===== src/rtl/pc_sched.sv =====
// Next-PC scheduler for the fetch-stage PC register: selects sequential, branch/jump,
// exception or ERET targets and holds a redirect that resolves while fetch is stalled.
module pc_sched #(
    parameter int          WIDTH     = 32,
    parameter logic [31:0] RESET_VEC = 32'hBFC00000,
    parameter logic [31:0] EXC_VEC   = 32'hBFC00380
) (
    input  logic             clk,
    input  logic             rst,
    input  logic [WIDTH-1:0] pc_f,
    input  logic             stall_f,
    input  logic             br_take_d,
    input  logic [WIDTH-1:0] br_target_d,
    input  logic             jump_d,
    input  logic [WIDTH-1:0] jump_target_d,
    input  logic             exc_req_m,
    input  logic             eret_m,
    input  logic [WIDTH-1:0] epc,
    output logic [WIDTH-1:0] pc_d,
    output logic             pc_en,
    output logic             pc_clear,
    output logic [WIDTH-1:0] new_pc,
    output logic             flush_fd,
    output logic             redirect_pend
);

    typedef enum logic [1:0] {
        RUN  = 2'd0,
        PEND = 2'd1,
        EXC  = 2'd2
    } state_t;

    state_t           state;
    state_t           state_n;
    logic [WIDTH-1:0] pend_tgt;
    logic             pend_load;
    logic             redirect;
    logic [WIDTH-1:0] redirect_tgt;
    logic [WIDTH-1:0] seq_pc;

    assign seq_pc       = pc_f + WIDTH'(4);
    assign redirect     = jump_d | br_take_d;
    // Jump wins over branch when both are asserted in the same cycle.
    assign redirect_tgt = jump_d ? jump_target_d : br_target_d;

    always_ff @(posedge clk or posedge rst) begin
        if (rst) begin
            state    <= RUN;
            pend_tgt <= '0;
        end else begin
            state <= state_n;
            if (pend_load) begin
                pend_tgt <= redirect_tgt;
            end
        end
    end

    always_comb begin
        state_n       = state;
        pc_d          = seq_pc;
        pc_en         = ~stall_f;
        pc_clear      = 1'b0;
        flush_fd      = 1'b0;
        redirect_pend = (state == PEND);
        pend_load     = 1'b0;

        if (exc_req_m) begin
            // Leaving PEND here drops the held target.
            pc_d     = WIDTH'(EXC_VEC);
            pc_en    = 1'b0;
            pc_clear = 1'b1;
            flush_fd = 1'b1;
            state_n  = EXC;
        end else if (eret_m) begin
            pc_d     = epc;
            pc_en    = 1'b0;
            pc_clear = 1'b1;
            flush_fd = 1'b1;
            state_n  = EXC;
        end else begin
            unique case (state)
                RUN: begin
                    if (redirect) begin
                        pc_d = redirect_tgt;
                        if (stall_f) begin
                            pc_en     = 1'b0;
                            pend_load = 1'b1;
                            state_n   = PEND;
                        end else begin
                            pc_en = 1'b1;
                        end
                    end
                end
                PEND: begin
                    // D still holds the same branch, so its inputs are not re-sampled.
                    pc_d  = pend_tgt;
                    pc_en = ~stall_f;
                    if (!stall_f) begin
                        state_n = RUN;
                    end
                end
                EXC: begin
                    state_n = RUN;
                end
                default: begin
                    state_n = RUN;
                end
            endcase
        end

        if (rst) begin
            state_n       = RUN;
            pc_d          = WIDTH'(RESET_VEC);
            pc_en         = 1'b0;
            pc_clear      = 1'b0;
            flush_fd      = 1'b0;
            redirect_pend = 1'b0;
            pend_load     = 1'b0;
        end
    end

    // new_pc carries the clear target; pc_d already holds it in those cycles.
    assign new_pc = pc_d;

endmodule


===== config.mk =====
export PLATFORM = sky130hd
export DESIGN_NAME = pc_sched
export DESIGN_NICKNAME = d
export VERILOG_FILES = /design/src/rtl/pc_sched.sv
export SDC_FILE = /design/constraint.sdc
export NUM_CORES = 1
export LEC_CHECK = 0
export CAP_MARGIN = 20
export CORE_MARGIN = 4
export CORE_UTILIZATION = 33
export CTS_CLUSTER_SIZE = 8
export DETAILED_ROUTE_END_ITERATION = 12
export GPL_ROUTABILITY_DRIVEN = 0
export GPL_TIMING_DRIVEN = 0
export PLACE_DENSITY_LB_ADDON = 0.3
export SYNTH_ARGS = -nofsm -noshare
export SYNTH_HDL_FRONTEND = slang
export SYNTH_SLANG_ARGS = --single-unit

===== constraint.sdc =====
create_clock -name clk -period 4.9 [get_ports clk]
set_input_delay 0.49 -clock clk [delete_from_list [all_inputs] [get_ports clk]]
set_output_delay 0.49 -clock clk [all_outputs]
set_load 0.005 [all_outputs]

==> impl_results.md <==
- Synthesized Nets: 579
- Simple-gate share of the synthesized area: 22.25%
- RSZ-0062 raised after global routing: false
- Hold-critical path depth: 2
- Mux share of post-synthesis cell area: 14.85%
- Hold_sp: pend_tgt[12]$_DFFE_PP0P_
- Max cap viols: 0
- Area growth, synth to finish: 64.43%
- Relative slew slack: between 40% and 50%
- Setup_tns: 0 ps
- CP Max Fanout: 6
- # diodes: 0
- Clock buffers created by TritonCTS: 5
- Hold Path End: pend_tgt[12]$_DFFE_PP0P_
- Reg-to-reg endpoint: pend_tgt[29]$_DFFE_PP0P_
- Post-CTS setup buffer count: 0
- Min cycle time layout: around 4300 ps
- Gates resized, CTS repair: 0
- Cells after synthesis: about 440
- Antenna viol nets, final: 0
- Final design utilization: between 50 and 60%
- Peak VDD IR: 112.4 uV
- Multi-input logic area: ~2300 sq um
- # setup viols final: 0
- Routed WL: between 10000 and 15000 microns
- Dpl cells: 779
- Initial Util: 33.95%
- Via/cell ratio: around 5.5
- CTS tree: built
- Cts hold-fix bufs: 0
- Skew-Pair Late Insertion Delay: between 200 and 300 ps
- Pwr per Cell Area: between 150 and 200 nW/um^2
- DP HPWL: roughly 12000 microns
- Largest family of logic cells by synthesized area: compound AO/OA/AOI/OAI gates
- Port Buf Inserts: 200
- Vias post-DR: roughly 4300
- CP Capture Type: output pin
- Clock skew: 3.688 ps
- Synth Area in Adders: 0.3554%
- Post-synthesis cell type count: between 50 and 60
- Fillers: roughly 1000
- Highest clock rate: about 230 MHz
- Vias in the first global route: 4488
- Pre-CTS WS: just under 700 ps
- Seq/Total Area, Yosys: about 24%
- Slew Limit Fails: 0
- Initial antenna violation count: 0
- CTS Root Cell: clkbuf_8
- Row Count: 37
- Arr. time, crit path: around 3800 ps
- Clk buf depth: 2
- Seq cells post-synth: 34
- Register-to-register setup slack: a little under 3000 ps
- Slew @ Worst Pin: approximately 840 ps
- Yosys warnings: 0
- Die Span X: 111.3 microns
- CTS clk-pin slew, worst paths: approximately 70 ps
- Syn Area/Cell: between 7 and 8 sq um
- Die height: 111.3 microns
- First-pass GRT wire length: roughly 23000 microns
- Leakage: approximately 0.0024 uW
- Core outline area: approximately 10000 sq um
- Hold WC Path Type: flip-flop to flip-flop
- Compound-Gate Fraction of Synth Area: a little under a quarter
- Router iterations before antenna repair: 5
- Startpoint types: input pin
- Commonest cells after routing, fill and taps aside: 200 x clkdlybuf4s50_1, 45 x nand2_1, 44 x o21ai_0
- Final period utilization: slightly below 90%
- Data required, critical path: roughly 4400 ps
- 1st-iter DRT viols: approximately 230
- Register area: 850.8 sq um
- WS Path Type: input pin to output pin
- Xor-xnor portion of the synthesized cell area: 3.731%
- Full die area: 12390 sq um
- PnR worst setup slack: between 500 and 600 ps
- Io pins: 203
- Gr usage total: roughly 23%
- Status: complete, no violations
- Primary FF master, synth: dfrtp_1
- Asr flop ratio synth: 100.0%
- Final std cells w/o fill: 788
- CTS HTree Levels: 2
- Final Hold Vio Count: 0
- Pin count of the biggest net entering global routing: 40
- Most common cell after layout, fill and taps aside: clkdlybuf4s50_1
- Sink Count: 34
- GR Overflow Total: 0
- R2R depth: 6
- # DRC: 0
- Post-synth EDFFs: 0
- Final #Nets: 787
- Share of cells above drive strength 1: 13.50%
- Mapped Area: between 3000 and 4000 sq um
- Reg2reg start: state[0]$_DFFE_PP0P_
- WL/cell: approximately 19 microns
==> through the flow <==
stage | instance area (sq um) | total power [uW] | hold WS (ps)
global route | 5789 | 1103 | 505.8
floorplan | 3521 | 573.8 | 444.7
CTS | 5784 | 1044 | 482.8
detailed placement | 5693 | 826.0 | 466.0
finish | 5789 | 1041 | 482.5
global placement | 5693 | 810.5 | 457.8
==> cell type report <==
type / count / area share (%)
timing repair buffer: 201 / 34.67
clock inverter: 1 / 0.08645
inverter: 12 / 0.7780
multi-input combinational: 339 / 39.29
sequential: 34 / 14.70
clock buffer: 7 / 1.491
buffer: 58 / 6.051
tap: 136 / 2.939
==> registers in the layout (all words and copies together), names as in the netlist <==
name,cells
state,2
pend_tgt,32
==> worst max path at each step <==
stage | slack [ps] | endpoint | from | cells after the start
floorplan | 2310 | pc_d[30] | pc_f[2] | 7
global placement | 730 | pc_d[30] | pc_f[2] | 9
detailed placement | 690 | pc_d[30] | pc_f[2] | 9
CTS | 650 | pc_d[30] | pc_f[2] | 9
global route | 490 | pc_d[30] | pc_f[2] | 9
finish | 580 | pc_d[30] | pc_f[2] | 9
==> power breakdown <==
part | total (uW) | internal [uW] | switching [uW]
Combinational | 438 | 257 | 181
Sequential | 385 | 348 | 36.9
Clock | 218 | 114 | 105
Total | 1040 | 719 | 322
==> routing by layer <==
layer,share of wire [%],vias to the layer above,GRT usage [%]
li1,-,2033,-
met1,41,2060,29.23
met2,47,201,38.36
met3,9.0,27,5.841
met4,2.3,0,6.245
met5,0,-,0
==> critical path, stage by stage <==
cell and delay [ps]:
clkdlybuf4s50_1 580, ha_1 260, nand4_1 350, nor3_1 790
nand4_1 210, mux2i_1 320, a221o_1 210, buf_4 120
clkdlybuf4s50_1 490
==> Yosys cell counts (all sizes together), types with 7 or more instances <==
| master | count | area share (%) |
|---|---|---|
| mux2 | 26 | 8.3 |
| o22ai | 10 | 1.8 |
| o21ai | 44 | 6.3 |
| nor2 | 33 | 3.5 |
| nand4 | 9 | 2.0 |
| dfrtp | 34 | 24 |
| a21oi | 14 | 2.0 |
| clkbuf | 17 | 1.8 |
| nor4 | 10 | 2.0 |
| inv | 12 | 1.3 |
| nand2 | 45 | 4.8 |
| nand3 | 7 | 0.99 |
| a21o | 8 | 1.7 |
| mux2i | 23 | 6.5 |
| buf | 41 | 8.1 |
| a221oi | 10 | 2.5 |
| xnor2 | 8 | 2.0 |
| o311ai | 7 | 1.7 |
| xor2 | 7 | 1.7 |
==> cell families after synthesis <==
kind of cell | count (synthesis)
and+or+nand+nor | 150
AOI/OAI and AO/OA | 124
xor gates and xnor gates | 15
adders and majority gates | 1
buffers and inverters | 70
muxes | 49
DFF | 34
Note: power is estimated with default switching activity, not from simulation.
